`src/rtl/n101_reset_req_gen_if.sv`:
```
// Request/acknowledge bundle between the reset request generator, its trigger
// sources and the downstream catch-and-sync stage.
interface n101_reset_req_gen_if;
    logic       test_mode;
    logic       sw_req;
    logic       wdog_req;
    logic       dbg_req_async;
    logic       sync_reset_ack;
    logic       cause_clr;
    logic       reset_req;
    logic       busy;
    logic [2:0] cause;

    modport master (
        input  test_mode,
        input  sw_req,
        input  wdog_req,
        input  dbg_req_async,
        input  sync_reset_ack,
        input  cause_clr,
        output reset_req,
        output busy,
        output cause
    );

    modport slave (
        output test_mode,
        output sw_req,
        output wdog_req,
        output dbg_req_async,
        output sync_reset_ack,
        output cause_clr,
        input  reset_req,
        input  busy,
        input  cause
    );
endinterface

```
`src/rtl/n101_reset_req_gen.sv`:
```
// Purpose: merge sw/wdog/debug reset triggers into one stretched, ack-held reset_req with sticky cause.
// Latency: sw/wdog trigger -> reset_req 1 cycle; async debug -> 3 edges; test_mode gates reset_req combinationally.
// Backpressure: reset_req held until sync_reset_ack; triggers during a pulse merge, during cooldown they queue once.
module n101_reset_req_gen #(
    parameter int PULSE_CYCLES    = 16,
    parameter int COOLDOWN_CYCLES = 8
) (
    input  logic                 clock,
    input  logic                 rst_n,
    n101_reset_req_gen_if.master bus
);

    typedef enum logic [1:0] {
        IDLE     = 2'd0,
        ASSERT   = 2'd1,
        COOLDOWN = 2'd2
    } state_t;

    localparam logic [7:0] PULSE_LOAD    = 8'(PULSE_CYCLES - 1);
    localparam logic [7:0] COOLDOWN_LOAD = 8'(COOLDOWN_CYCLES - 1);

    state_t     state;
    logic [7:0] cnt;
    logic       ack_seen;
    logic       pending;
    logic       req_q;
    logic       busy_q;
    logic [2:0] cause_q;
    logic [2:0] cause_nxt;

    logic       dbg_sync1;
    logic       dbg_sync2;
    logic       dbg_d;
    logic       wdog_d;

    logic       sw_evt;
    logic       wdog_evt;
    logic       dbg_evt;
    logic       trig;
    logic       cnt_zero;

    // Debug request is asynchronous to clock; only the synchronized copy is used.
    always_ff @(posedge clock or negedge rst_n) begin
        if (!rst_n) begin
            dbg_sync1 <= 1'b0;
            dbg_sync2 <= 1'b0;
            dbg_d     <= 1'b0;
            wdog_d    <= 1'b0;
        end else begin
            dbg_sync1 <= bus.dbg_req_async;
            dbg_sync2 <= dbg_sync1;
            dbg_d     <= dbg_sync2;
            wdog_d    <= bus.wdog_req;
        end
    end

    assign sw_evt   = bus.sw_req;
    assign wdog_evt = bus.wdog_req & ~wdog_d;
    assign dbg_evt  = dbg_sync2 & ~dbg_d;
    assign trig     = (sw_evt | wdog_evt | dbg_evt) & ~bus.test_mode;
    assign cnt_zero = (cnt == 8'd0);

    // A new event on the clear edge survives the clear.
    always_comb begin
        cause_nxt = bus.cause_clr ? 3'b000 : cause_q;
        cause_nxt = cause_nxt | {dbg_evt, wdog_evt, sw_evt};
    end

    always_ff @(posedge clock or negedge rst_n) begin
        if (!rst_n) begin
            cause_q <= 3'b000;
        end else begin
            cause_q <= cause_nxt;
        end
    end

    always_ff @(posedge clock or negedge rst_n) begin
        if (!rst_n) begin
            state    <= IDLE;
            cnt      <= 8'd0;
            ack_seen <= 1'b0;
            pending  <= 1'b0;
            req_q    <= 1'b0;
            busy_q   <= 1'b0;
        end else if (bus.test_mode) begin
            state    <= IDLE;
            cnt      <= 8'd0;
            ack_seen <= 1'b0;
            pending  <= 1'b0;
            req_q    <= 1'b0;
            busy_q   <= 1'b0;
        end else begin
            case (state)
                IDLE: begin
                    if (trig) begin
                        state    <= ASSERT;
                        cnt      <= PULSE_LOAD;
                        ack_seen <= 1'b0;
                        req_q    <= 1'b1;
                        busy_q   <= 1'b1;
                    end
                end
                ASSERT: begin
                    // Merged triggers only touch cause; the pulse is never extended by them.
                    if (bus.sync_reset_ack) begin
                        ack_seen <= 1'b1;
                    end
                    if (cnt_zero && (ack_seen || bus.sync_reset_ack)) begin
                        state  <= COOLDOWN;
                        cnt    <= COOLDOWN_LOAD;
                        req_q  <= 1'b0;
                        busy_q <= 1'b1;
                    end else if (!cnt_zero) begin
                        cnt <= cnt - 8'd1;
                    end
                end
                COOLDOWN: begin
                    if (cnt_zero) begin
                        if (pending || trig) begin
                            state    <= ASSERT;
                            cnt      <= PULSE_LOAD;
                            ack_seen <= 1'b0;
                            pending  <= 1'b0;
                            req_q    <= 1'b1;
                            busy_q   <= 1'b1;
                        end else begin
                            state  <= IDLE;
                            busy_q <= 1'b0;
                        end
                    end else begin
                        cnt <= cnt - 8'd1;
                        if (trig) begin
                            pending <= 1'b1;
                        end
                    end
                end
                default: begin
                    state    <= IDLE;
                    cnt      <= 8'd0;
                    ack_seen <= 1'b0;
                    pending  <= 1'b0;
                    req_q    <= 1'b0;
                    busy_q   <= 1'b0;
                end
            endcase
        end
    end

    assign bus.reset_req = req_q & ~bus.test_mode;
    assign bus.busy      = busy_q;
    assign bus.cause     = cause_q;

    a_req_implies_busy : assert property (@(posedge clock) disable iff (!rst_n)
        req_q |-> busy_q);
    a_req_matches_state : assert property (@(posedge clock) disable iff (!rst_n)
        req_q == (state == ASSERT));

endmodule

```
`src/flat_wrapper.sv`:
```
// flat-port wrapper written by rule: the top's interface ports become plain ports
module n101_reset_req_gen_flat 
#(
    parameter int PULSE_CYCLES    = 16,
    parameter int COOLDOWN_CYCLES = 8
)
  (clock, rst_n, bus_test_mode, bus_sw_req, bus_wdog_req, bus_dbg_req_async, bus_sync_reset_ack, bus_cause_clr, bus_reset_req, bus_busy, bus_cause);
  n101_reset_req_gen_if bus_i ();
  input  logic clock;
  input  logic rst_n;
  input wire logic [$bits(bus_i.test_mode)-1:0] bus_test_mode;
  input wire logic [$bits(bus_i.sw_req)-1:0] bus_sw_req;
  input wire logic [$bits(bus_i.wdog_req)-1:0] bus_wdog_req;
  input wire logic [$bits(bus_i.dbg_req_async)-1:0] bus_dbg_req_async;
  input wire logic [$bits(bus_i.sync_reset_ack)-1:0] bus_sync_reset_ack;
  input wire logic [$bits(bus_i.cause_clr)-1:0] bus_cause_clr;
  output wire logic [$bits(bus_i.reset_req)-1:0] bus_reset_req;
  output wire logic [$bits(bus_i.busy)-1:0] bus_busy;
  output wire logic [$bits(bus_i.cause)-1:0] bus_cause;
  assign bus_i.test_mode = bus_test_mode;
  assign bus_i.sw_req = bus_sw_req;
  assign bus_i.wdog_req = bus_wdog_req;
  assign bus_i.dbg_req_async = bus_dbg_req_async;
  assign bus_i.sync_reset_ack = bus_sync_reset_ack;
  assign bus_i.cause_clr = bus_cause_clr;
  assign bus_reset_req = bus_i.reset_req;
  assign bus_busy = bus_i.busy;
  assign bus_cause = bus_i.cause;
  n101_reset_req_gen #(.PULSE_CYCLES(PULSE_CYCLES), .COOLDOWN_CYCLES(COOLDOWN_CYCLES)) u_core (.clock(clock), .rst_n(rst_n), .bus(bus_i));
endmodule
```
`config.mk`:
```
export PLATFORM = sky130hd
export DESIGN_NAME = n101_reset_req_gen_flat
export DESIGN_NICKNAME = d
export VERILOG_FILES = /design/src/rtl/n101_reset_req_gen_if.sv /design/src/rtl/n101_reset_req_gen.sv /design/src/flat_wrapper.sv
export SDC_FILE = /design/constraint.sdc
export NUM_CORES = 1
export LEC_CHECK = 0
export CAP_MARGIN = 20
export CORE_MARGIN = 4
export CORE_UTILIZATION = 44
export CTS_CLUSTER_SIZE = 10
export DETAILED_ROUTE_END_ITERATION = 10
export HOLD_SLACK_MARGIN = 0.1
export PLACE_DENSITY = 0.76
export SYNTH_ARGS = -nofsm -noshare
export SYNTH_HDL_FRONTEND = slang
export SYNTH_SLANG_ARGS = --single-unit
export TNS_END_PERCENT = 5
```
`constraint.sdc`:
```
create_clock -name clock -period 4.6 [get_ports clock]
set_input_delay 0.92 -clock clock [delete_from_list [all_inputs] [get_ports clock]]
set_output_delay 0.92 -clock clock [all_outputs]
set_load 0.02 [all_outputs]
```
==> flow_results.xml, run 1 <==
<?xml version="1.0" encoding="UTF-8"?>
<metrics>
  <group name="routing">
    <metric name="wl_per_cell" unit="um">14.1</metric>
    <metric name="drt_iter0_drc" unit="">24</metric>
    <metric name="detail_route.first_pass.iterations" unit="">5</metric>
    <metric name="remaining_drc_errors" unit="">0</metric>
    <metric name="route.detailed.vias_per_inst" unit="">5.84</metric>
    <metric name="antenna_violating_nets_post_route" unit="">0</metric>
    <metric name="route.final.wire_length" unit="mm">2.16</metric>
    <metric name="route.vias.total" unit="">893</metric>
  </group>
  <group name="job">
    <metric name="max-cap-violations" unit="">0</metric>
  </group>
  <group name="yosys">
    <metric name="yosys-top-cells-area" unit="">sky130_fd_sc_hd__dfrtp_1 48%, sky130_fd_sc_hd__a21oi_1 5.9%, sky130_fd_sc_hd__a21o_1 3.4%</metric>
    <metric name="ys.flop_type" unit="">sky130_fd_sc_hd__dfrtp_1</metric>
    <metric name="syn-mean-instance-area" unit="um^2">9.72</metric>
    <metric name="synth_fp_nets" unit="">123</metric>
    <metric name="cells_after_synth" unit="">113</metric>
    <metric name="synth_seq_cells" unit="">21</metric>
    <metric name="synth_top_cell_area_share" unit="%">47.8</metric>
    <metric name="async_reset_ff_share" unit="%">100</metric>
    <metric name="seq_area_frac_synth" unit="%">47.8</metric>
    <metric name="synth-edff-count" unit="">0</metric>
    <metric name="synth.distinct_cells" unit="">36</metric>
    <metric name="number_of_synthesis_warnings" unit="">0</metric>
    <metric name="synthesis.area" unit="um^2">1100</metric>
    <metric name="library_cell_occupying_the_most_area_in_the_post_synthesis_netlist" unit="">sky130_fd_sc_hd__dfrtp_1</metric>
  </group>
  <group name="clock_network">
    <metric name="clkTransAtPathRegs" unit="ns">0.11</metric>
    <metric name="clock_tree.htree_level_count" unit="">1</metric>
    <metric name="cts_buffer_depth" unit="">2</metric>
    <metric name="cts.repair.resized" unit="">0</metric>
    <metric name="insertion_delay" unit="ns">0.30</metric>
    <metric name="cts_sinks" unit="">21</metric>
    <metric name="cts.repair_timing.setup_buffer_count" unit="">0</metric>
    <metric name="post_cts_hold_buffer_count" unit="">0</metric>
    <metric name="clockRootBuffer" unit="">sky130_fd_sc_hd__clkbuf_4</metric>
    <metric name="cts-buffers-inserted" unit="">3</metric>
    <metric name="cts_tree" unit="">built</metric>
  </group>
  <group name="setup_path">
    <metric name="critical_path_peak_fanout" unit="">13</metric>
    <metric name="startpoint_type" unit="">primary input</metric>
    <metric name="timing.critical_path.mode_cell" unit="">sky130_fd_sc_hd__clkdlybuf4s50_1</metric>
    <metric name="critical_path_class" unit="">in -&gt; out</metric>
    <metric name="cp_data_arrival_time" unit="ns">2.35</metric>
    <metric name="timing.critical_path.slowest_stage_cell" unit="">sky130_fd_sc_hd__clkdlybuf4s50_1</metric>
    <metric name="required" unit="ns">3.68</metric>
    <metric name="cp_max_stage_delay" unit="ns">0.62</metric>
    <metric name="cp_cell_sequence" unit="">clkdlybuf4s50_1 &gt; nor2b_1 &gt; clkdlybuf4s50_1</metric>
    <metric name="cp-end-kind" unit="">output pin</metric>
  </group>
  <group name="timing">
    <metric name="setup-tns-final" unit="ns">0</metric>
    <metric name="finalHoldViolations" unit="">0</metric>
    <metric name="worst_pin_slew" unit="ns">0.887</metric>
    <metric name="final.setup_skew" unit="ns">0.00335</metric>
    <metric name="worst_slew_margin" unit="%">40.7</metric>
    <metric name="fin_crit_sh" unit="%">71.0</metric>
    <metric name="rsz0062_at_grt" unit="">false</metric>
    <metric name="worst_slack_setup_final" unit="ns">1.33</metric>
    <metric name="worst_hold_slack" unit="ns">0.372</metric>
    <metric name="fin_crit" unit="ns">3.27</metric>
    <metric name="setup_viol" unit="">0</metric>
    <metric name="max_freq" unit="MHz">306</metric>
    <metric name="finalMaxSlewViolations" unit="">0</metric>
  </group>
  <group name="power">
    <metric name="totalPowerFinal" unit="uW">410</metric>
    <metric name="ir_worst_vdd" unit="V">0.000230</metric>
    <metric name="leakage" unit="uW">0.000529</metric>
    <metric name="power.density" unit="nW/um^2">326</metric>
  </group>
  <group name="layout">
    <metric name="drive_above_1_share" unit="%">7.20</metric>
    <metric name="filler_cell_count" unit="">213</metric>
    <metric name="layout.core_utilization" unit="%">54.8</metric>
    <metric name="area.growth.synth_to_final" unit="%">14.7</metric>
    <metric name="num-nets-final" unit="">136</metric>
    <metric name="antenna_cells" unit="">0</metric>
  </group>
  <group name="floorplan">
    <metric name="ios" unit="">13</metric>
    <metric name="placeableCoreArea" unit="um^2">2300</metric>
    <metric name="fp.dieArea" unit="um^2">3360</metric>
    <metric name="floorplan.rows" unit="">17</metric>
    <metric name="overall_die_width" unit="um">58.0</metric>
    <metric name="dieHeight" unit="um">58.0</metric>
    <metric name="start_util" unit="%">47.8</metric>
  </group>
  <group name="grt">
    <metric name="grt_antenna_before_repair" unit="">0</metric>
    <metric name="grt_pass1_vias" unit="">889</metric>
    <metric name="globalRouteOverflowTotal" unit="">0</metric>
    <metric name="wire_length_of_the_first_global_routing_pass" unit="mm">3.75</metric>
    <metric name="grt_use_total" unit="%">14.2</metric>
    <metric name="grt_start_max_net_pins" unit="">22</metric>
  </group>
  <group name="placed_design">
    <metric name="preCtsSetupSlack" unit="ns">1.35</metric>
    <metric name="place.detailed.hpwl" unit="mm">1.57</metric>
    <metric name="routabilityCongestion" unit="">0.837</metric>
    <metric name="number_of_input_and_output_port_buffers_inserted" unit="">12</metric>
  </group>
  <group name="status">
    <metric name="result_of_the_run" unit="">complete, no violations</metric>
  </group>
  <group name="worst_hold_path">
    <metric name="class_of_the_most_critical_hold_timing_path" unit="">reg -&gt; reg</metric>
  </group>
</metrics>
layout make-up:
class                           instances  area, um^2  share of cell area [%]
Inverter                                6        22.5                    1.79
Sequential cell                        21         526                    41.7
Clock inverter                          1        5.00                   0.397
Tap cell                               28        35.0                    2.78
Multi-Input combinational cell         82         529                    42.0
Clock buffer                            3        22.5                    1.79
Timing Repair Buffer                   12         120                    9.53
layer usage:
metal,track usage (%),share of wire [%]
met1,18.6,50
met2,22.6,43
met4,5.63,1.6
met3,3.34,5.2
met5,0,0
final timing paths:
| check | end | slack, ns | cells after the start | from |
|---|---|---|---|---|
| max in group asynchronous | u_core.bus.cause[1] | 2.95 | 1 | rst_n |
| min | u_core.dbg_sync2 | 0.37 | 0 | u_core.dbg_sync1 |
| min reg2reg | u_core.dbg_sync2 | 0.37 | 0 | u_core.dbg_sync1 |
| max reg2reg | u_core.cnt[1] | 2.46 | 7 | u_core.cnt[0] |
| max | bus_reset_req | 1.33 | 3 | bus_test_mode |
| min in group asynchronous | u_core.state[1] | 1.11 | 1 | rst_n |
per-stage QoR:
step	instance area, um^2	instances
floorplan	1100	113
global placement	1230	149
detailed placement	1230	149
CTS	1260	153
global route	1260	153
finish	1260	153
layout by cell type (no fill, tap or decap), types with 4 or more instances in the layout:
cell type / count
sky130_fd_sc_hd__dfrtp_1: 21
sky130_fd_sc_hd__clkdlybuf4s50_1: 12
sky130_fd_sc_hd__a21o_1: 5
sky130_fd_sc_hd__nor3_1: 5
sky130_fd_sc_hd__inv_1: 6
sky130_fd_sc_hd__nor2b_1: 4
sky130_fd_sc_hd__nor2_1: 5
sky130_fd_sc_hd__a21oi_1: 13
sky130_fd_sc_hd__o31ai_1: 4
sky130_fd_sc_hd__o21ai_0: 5
sky130_fd_sc_hd__nand2_1: 8
cell families (layout without fill, tap and decap cells):
kind of cell | Yosys count | count (layout) | synth area share [%]
flip-flops | 21 | 21 | 47.8
AND/OR/NAND/NOR | 38 | 38 | 19.2
adder cells (fa/ha/maj) | 2 | 2 | 2.28
AO/OA/AOI/OAI | 41 | 41 | 25.9
XOR/XNOR | 1 | 1 | 0.797
buffers and inverters | 10 | 22 | 3.99
synth_stat cells (all sizes together), types with 2 or more instances:
cell,n
buf,3
a2bb2oi,3
nor2,5
or3,3
nand2,8
dfrtp,21
o21ai,5
ha,2
a21oi,13
a21o,6
inv,6
a22o,2
or2,2
nand3,2
o21a,2
or4,3
nor2b,4
o31ai,5
nor3,6
power breakdown:
group	switching [uW]	internal (uW)	leakage, uW	total, uW
logic	60.8	46.4	0.000247	107
registers	16.3	200	0.000264	216
clock network	54.7	32.4	0.0000177	87.1
sequential cells by signal (all words and copies together) (netlist names):
name,cells
u_core.dbg_sync1,1
u_core.dbg_d,1
u_core.bus.cause,3
u_core.wdog_d,1
u_core.cnt,8
u_core.pending,1
u_core.bus.busy,1
u_core.dbg_sync2,1
u_core.state,2
u_core.req_q,1
u_core.ack_seen,1
critical path: cells and delay by family:
kind / cells / cell delay [ns]
AND/OR/NAND/NOR: 1 / 0.19
buffers and inverters: 2 / 1.23
Power figures use the tool's default switching activity.
==> inputs of run 2 (changes only) <==
Clock period 4.6 ns to 3.1 ns, I/O delays scaled along.
==> run 2 against run 1 <==
Against the previous run:
- critical path depth did not move
- global-route usage grew 1.5 points
- clock-buffer cell count is 1 higher
- via count increased by 1.9%
- final cell count is 0.65% higher
==> flow_results.xml, run 2 (same netlist as run 1, synthesis figures left out) <==
<?xml version="1.0" encoding="UTF-8"?>
<metrics>
  <group name="setup_path">
    <metric name="critical_path_peak_fanout" unit="">5</metric>
    <metric name="startpoint_type" unit="">primary input</metric>
    <metric name="cp_data_arrival_time" unit="ns">1.85</metric>
    <metric name="critical_path_class" unit="">in -&gt; out</metric>
    <metric name="launching_element_of_the_worst_setup_path" unit="">bus_test_mode</metric>
    <metric name="rr_startpoint" unit="">u_core.cnt[0]</metric>
    <metric name="critical_path.reg2reg.endpoint" unit="">u_core.cnt[1]</metric>
    <metric name="required" unit="ns">2.48</metric>
    <metric name="r2r.worst_path.cells" unit="">7</metric>
    <metric name="cp-end-kind" unit="">output pin</metric>
    <metric name="endpoint" unit="">bus_reset_req</metric>
    <metric name="r2r_slack" unit="ns">0.92</metric>
  </group>
  <group name="timing">
    <metric name="setup_viol" unit="">0</metric>
    <metric name="fin_crit" unit="ns">2.47</metric>
    <metric name="worst_pin_slew" unit="ns">0.914</metric>
    <metric name="setup-tns-final" unit="ns">0</metric>
    <metric name="max_freq" unit="MHz">405</metric>
    <metric name="worst_slew_margin" unit="%">38.9</metric>
    <metric name="rsz0062_at_grt" unit="">false</metric>
    <metric name="fin_crit_sh" unit="%">79.6</metric>
    <metric name="finalHoldViolations" unit="">0</metric>
    <metric name="worst_hold_slack" unit="ns">0.368</metric>
    <metric name="finalMaxSlewViolations" unit="">0</metric>
    <metric name="final.setup_skew" unit="ns">0.00401</metric>
  </group>
  <group name="floorplan">
    <metric name="placeableCoreArea" unit="um^2">2300</metric>
    <metric name="fp.dieArea" unit="um^2">3360</metric>
    <metric name="dieHeight" unit="um">58.0</metric>
    <metric name="overall_die_width" unit="um">58.0</metric>
    <metric name="start_util" unit="%">47.8</metric>
    <metric name="floorplan.rows" unit="">17</metric>
    <metric name="ios" unit="">13</metric>
  </group>
  <group name="clock_network">
    <metric name="cts.repair.resized" unit="">0</metric>
    <metric name="cts_buffer_depth" unit="">2</metric>
    <metric name="clockRootBuffer" unit="">sky130_fd_sc_hd__clkbuf_4</metric>
    <metric name="cts.repair_timing.setup_buffer_count" unit="">0</metric>
    <metric name="post_cts_hold_buffer_count" unit="">0</metric>
    <metric name="clock_tree.htree_level_count" unit="">1</metric>
    <metric name="cts-buffers-inserted" unit="">3</metric>
    <metric name="cts_tree" unit="">built</metric>
    <metric name="insertion_delay" unit="ns">0.31</metric>
    <metric name="clkTransAtPathRegs" unit="ns">0.11</metric>
    <metric name="cts_sinks" unit="">21</metric>
  </group>
  <group name="routing">
    <metric name="highest_layer" unit="">met4</metric>
    <metric name="route.vias.total" unit="">910</metric>
    <metric name="met2_length" unit="mm">1.04</metric>
    <metric name="wl_met1" unit="mm">1.09</metric>
    <metric name="route.detailed.vias_per_inst" unit="">5.91</metric>
    <metric name="detail_route.first_pass.iterations" unit="">4</metric>
    <metric name="met3_wirelength" unit="um">96</metric>
    <metric name="remaining_drc_errors" unit="">0</metric>
    <metric name="antenna_violating_nets_post_route" unit="">0</metric>
    <metric name="wl_per_cell" unit="um">14.9</metric>
    <metric name="drt_iter0_drc" unit="">27</metric>
    <metric name="route.final.wire_length" unit="mm">2.29</metric>
  </group>
  <group name="placed_design">
    <metric name="place.detailed.hpwl" unit="mm">1.68</metric>
    <metric name="detailed_place.area" unit="um^2">1240</metric>
    <metric name="numPlacedInstances" unit="">150</metric>
    <metric name="number_of_input_and_output_port_buffers_inserted" unit="">12</metric>
    <metric name="routabilityCongestion" unit="">0.835</metric>
  </group>
  <group name="worst_hold_path">
    <metric name="class_of_the_most_critical_hold_timing_path" unit="">reg -&gt; reg</metric>
    <metric name="worst_hold_path.num_cells" unit="">0</metric>
  </group>
  <group name="power">
    <metric name="leakage" unit="uW">0.000531</metric>
    <metric name="totalPowerFinal" unit="uW">613</metric>
    <metric name="ir_worst_vdd" unit="V">0.000325</metric>
    <metric name="power.density" unit="nW/um^2">484</metric>
  </group>
  <group name="layout">
    <metric name="final_cell_mix" unit="">21 x sky130_fd_sc_hd__dfrtp_1, 13 x sky130_fd_sc_hd__a21oi_1, 12 x sky130_fd_sc_hd__clkdlybuf4s50_1</metric>
    <metric name="area.growth.synth_to_final" unit="%">15.3</metric>
    <metric name="layout.cells.most_common" unit="">sky130_fd_sc_hd__dfrtp_1</metric>
    <metric name="drive_above_1_share" unit="%">7.14</metric>
    <metric name="num-nets-final" unit="">137</metric>
    <metric name="finalInstanceArea" unit="um^2">1270</metric>
    <metric name="largest_register_ffs" unit="">8</metric>
    <metric name="stdcell_count" unit="">154</metric>
    <metric name="registers.top_by_ff_count" unit="">u_core.cnt</metric>
    <metric name="antenna_cells" unit="">0</metric>
  </group>
  <group name="grt">
    <metric name="grt_use_total" unit="%">15.7</metric>
    <metric name="wire_length_of_the_first_global_routing_pass" unit="mm">4.09</metric>
    <metric name="globalRouteOverflowTotal" unit="">0</metric>
    <metric name="grt_start_max_net_pins" unit="">22</metric>
    <metric name="grt_pass1_vias" unit="">923</metric>
    <metric name="grt_antenna_before_repair" unit="">0</metric>
  </group>
  <group name="status">
    <metric name="result_of_the_run" unit="">complete, no violations</metric>
  </group>
  <group name="job">
    <metric name="max-cap-violations" unit="">0</metric>
  </group>
</metrics>
==> run 2: worst min-delay path by stage <==
stage               slack, ns        startpoint          endpoint
floorplan                0.32             rst_n   u_core.ack_seen
global placement         0.34  u_core.dbg_sync1  u_core.dbg_sync2
global route             0.38  u_core.dbg_sync1  u_core.dbg_sync2
detailed placement       0.35  u_core.dbg_sync1  u_core.dbg_sync2
finish                   0.37  u_core.dbg_sync1  u_core.dbg_sync2
CTS                      0.37  u_core.dbg_sync1  u_core.dbg_sync2
==> run 2: through the flow <==
step                setup slack, ns  util [%]
finish                        0.633      55.1
detailed placement            0.498      54.0
floorplan                      1.14         -
global placement              0.561      54.0
global route                  0.570      55.1
CTS                           0.628      55.1
==> run 2: cell type report <==
cell class / count / area, um^2
Multi-Input combinational cell: 82 / 529
Inverter: 6 / 22.5
Fill cell: 197 / 1030
Sequential cell: 21 / 526
Tap cell: 28 / 35.0
Clock buffer: 4 / 26.3
Timing Repair Buffer: 13 / 128
==> run 2: report_power, final <==
part           total [uW]  switching [uW]  leakage (uW)  internal [uW]
logic                 161            91.8      0.000252           69.4
registers             321            24.1      0.000264            297
clock network         131            80.5     0.0000150           50.3
==> run 2: worst max-delay path: stages <==
cell and delay, ns:
sky130_fd_sc_hd__clkdlybuf4s50_1 0.47, sky130_fd_sc_hd__nor2b_1 0.14, sky130_fd_sc_hd__clkdlybuf4s50_1 0.62
==> run 2: per-layer routing <==
layer	vias up	global-route usage [%]
met5	-	0
met4	0	5.96
met3	7	2.67
met2	25	24.7
met1	432	21.6
li1	446	-
==> inputs of run 3 (changes only) <==
Settings changed: PLACE_DENSITY 0.76 to 0.79.
Clock period 3.1 ns to 2.05 ns, I/O delays scaled along.
==> run 3 against run 2 <==
Against the previous run:
- sequential power rose by 49%
- flip-flop and latch count is the same
- utilization increased by 7.6 points
- design area up 14%
- highest routed layer unchanged
- largest power group unchanged
==> flow_results.xml, run 3 (same netlist as run 1, synthesis figures left out) <==
<?xml version="1.0" encoding="UTF-8"?>
<metrics>
  <group name="grt">
    <metric name="grt_pass1_vias" unit="">1045</metric>
    <metric name="wire_length_of_the_first_global_routing_pass" unit="mm">4.64</metric>
    <metric name="globalRouteOverflowTotal" unit="">0</metric>
    <metric name="grt_antenna_before_repair" unit="">0</metric>
    <metric name="grt_use_total" unit="%">17.7</metric>
    <metric name="grt_start_max_net_pins" unit="">22</metric>
  </group>
  <group name="timing">
    <metric name="finalMaxSlewViolations" unit="">0</metric>
    <metric name="worst_slew_margin" unit="%">70.2</metric>
    <metric name="fin_crit" unit="ns">1.98</metric>
    <metric name="max_freq" unit="MHz">505</metric>
    <metric name="worst_slack_setup_final" unit="ns">0.0699</metric>
    <metric name="finalHoldViolations" unit="">0</metric>
    <metric name="worst_hold_slack" unit="ns">0.378</metric>
    <metric name="final.setup_skew" unit="ns">0.00351</metric>
    <metric name="setup_viol" unit="">0</metric>
    <metric name="rsz0062_at_grt" unit="">true</metric>
    <metric name="worst_pin_slew" unit="ns">0.444</metric>
    <metric name="fin_crit_sh" unit="%">96.6</metric>
    <metric name="setup-tns-final" unit="ns">0</metric>
  </group>
  <group name="layout">
    <metric name="area.growth.synth_to_final" unit="%">31.2</metric>
    <metric name="num-nets-final" unit="">155</metric>
    <metric name="final_cell_mix" unit="">19 x sky130_fd_sc_hd__buf_4, 19 x sky130_fd_sc_hd__dfrtp_1, 13 x sky130_fd_sc_hd__a21oi_1</metric>
    <metric name="antenna_cells" unit="">0</metric>
    <metric name="largest_register_ffs" unit="">8</metric>
    <metric name="registers.top_by_ff_count" unit="">u_core.cnt</metric>
    <metric name="finalInstanceArea" unit="um^2">1440</metric>
    <metric name="drive_above_1_share" unit="%">26.4</metric>
    <metric name="layout.core_utilization" unit="%">62.7</metric>
  </group>
  <group name="clock_network">
    <metric name="insertion_delay" unit="ns">0.31</metric>
    <metric name="cts_buffer_depth" unit="">2</metric>
    <metric name="cts_tree" unit="">built</metric>
    <metric name="clock_tree.htree_level_count" unit="">1</metric>
    <metric name="clockRootBuffer" unit="">sky130_fd_sc_hd__clkbuf_4</metric>
    <metric name="cts_sinks" unit="">21</metric>
    <metric name="clkTransAtPathRegs" unit="ns">0.12</metric>
    <metric name="cts-buffers-inserted" unit="">3</metric>
  </group>
  <group name="floorplan">
    <metric name="fp.dieArea" unit="um^2">3360</metric>
    <metric name="floorplan.rows" unit="">17</metric>
    <metric name="dieHeight" unit="um">58.0</metric>
    <metric name="ios" unit="">13</metric>
    <metric name="overall_die_width" unit="um">58.0</metric>
    <metric name="start_util" unit="%">47.8</metric>
    <metric name="placeableCoreArea" unit="um^2">2300</metric>
  </group>
  <group name="power">
    <metric name="ir_worst_vdd" unit="V">0.000509</metric>
    <metric name="sw_frac_of_total" unit="%">33.1</metric>
    <metric name="leakage" unit="uW">0.000626</metric>
    <metric name="clockPowerShare" unit="%">20.3</metric>
    <metric name="p_comb_share" unit="%">32.7</metric>
    <metric name="p_int" unit="uW">680</metric>
    <metric name="power_switching" unit="uW">336</metric>
    <metric name="power.density" unit="nW/um^2">705</metric>
    <metric name="sequentialPowerShare" unit="%">47.0</metric>
  </group>
  <group name="placed_design">
    <metric name="routabilityCongestion" unit="">0.848</metric>
    <metric name="preCtsSetupSlack" unit="ns">-0.220</metric>
    <metric name="detailed_place.area" unit="um^2">1370</metric>
    <metric name="place.detailed.hpwl" unit="mm">2.02</metric>
    <metric name="number_of_input_and_output_port_buffers_inserted" unit="">12</metric>
  </group>
  <group name="worst_hold_path">
    <metric name="class_of_the_most_critical_hold_timing_path" unit="">reg -&gt; reg</metric>
  </group>
  <group name="routing">
    <metric name="drt_iter0_drc" unit="">37</metric>
    <metric name="remaining_drc_errors" unit="">0</metric>
    <metric name="detail_route.first_pass.iterations" unit="">4</metric>
    <metric name="antenna_violating_nets_post_route" unit="">0</metric>
    <metric name="route.vias.total" unit="">997</metric>
    <metric name="route.detailed.vias_per_inst" unit="">5.80</metric>
    <metric name="route.final.wire_length" unit="mm">2.72</metric>
    <metric name="wl_per_cell" unit="um">15.8</metric>
  </group>
  <group name="setup_path">
    <metric name="startpoint_type" unit="">flop</metric>
    <metric name="cp_data_arrival_time" unit="ns">2.18</metric>
    <metric name="required" unit="ns">2.25</metric>
    <metric name="critical_path_peak_fanout" unit="">7</metric>
    <metric name="critical_path_class" unit="">reg -&gt; reg</metric>
    <metric name="cp-end-kind" unit="">flop</metric>
  </group>
  <group name="status">
    <metric name="result_of_the_run" unit="">complete, no violations</metric>
  </group>
  <group name="job">
    <metric name="max-cap-violations" unit="">0</metric>
  </group>
</metrics>
run 3: cell types whose count changed in the layout (fill, tap and decap cells not counted), sizes merged:
cell           previous run  this run
clkinvlp                  0         1
buf                       1        19
clkdlybuf4s50            12        11
clkbuf                    4         3
dlygate4sd2               0         1
run 3: layout make-up:
| class | instances | area [um^2] |
|---|---|---|
| fillers | 191 | 856 |
| multi-input cells | 82 | 564 |
| flip-flops and latches | 21 | 528 |
| repair buffers | 31 | 262 |
| well taps | 28 | 35.0 |
| clock buffers | 3 | 22.5 |
| inverters | 6 | 22.5 |
| clock inverters | 1 | 7.51 |
run 3: path summary, 6_finish.rpt:
| check | start | end | slack (ns) | cells after the start |
|---|---|---|---|---|
| worst max-delay path | u_core.cnt[5] | u_core.cnt[6] | 0.07 | 6 |
| worst min-delay path | u_core.dbg_sync1 | u_core.dbg_sync2 | 0.38 | 0 |
| worst max register to register | u_core.cnt[5] | u_core.cnt[6] | 0.07 | 6 |
| worst min register to register | u_core.dbg_sync1 | u_core.dbg_sync2 | 0.38 | 0 |
| max in group asynchronous | rst_n | u_core.cnt[5] | 1.38 | 2 |
| min in group asynchronous | rst_n | u_core.dbg_sync1 | 0.43 | 2 |
run 3: repair_timing:
action,CTS,global route
cloned,0,0
gates resized for setup,3,8
hold buffers,0,0
pin swaps,0,3
endpoints found under the setup margin,6,8
buffers inserted,0,1
run 3: metrics by stage:
stage          power (uW)  instances
2_1_floorplan         659        113
3_3_place_gp          774        167
3_5_place_dp          792        167
4_1_cts              1010        171
5_1_grt              1080        172
6_report             1020        172
run 3: power groups by stage:
stage / Combinational [uW] / Sequential, uW / Clock, uW
CTS: 318 / 474 / 216
global placement: 296 / 479 / 0
detailed placement: 310 / 482 / 0
floorplan: 171 / 488 / 0
finish: 332 / 478 / 207
global route: 359 / 484 / 242
run 3: layer usage:
metal / routed length (um) / GRT usage, %
met1: 1240 / 22.6
met2: 1350 / 30.0
met3: 114 / 2.90
met4: 18 / 6.62
met5: 0 / 0
run 3: worst max-delay path, stage by stage, from the launching register on:
cell	delay (ns)
sky130_fd_sc_hd__dfrtp_2	0.45
sky130_fd_sc_hd__or4_4	0.60
sky130_fd_sc_hd__o31ai_2	0.27
sky130_fd_sc_hd__a21o_2	0.20
sky130_fd_sc_hd__buf_4	0.14
sky130_fd_sc_hd__a2bb2oi_2	0.14
sky130_fd_sc_hd__o31ai_2	0.07
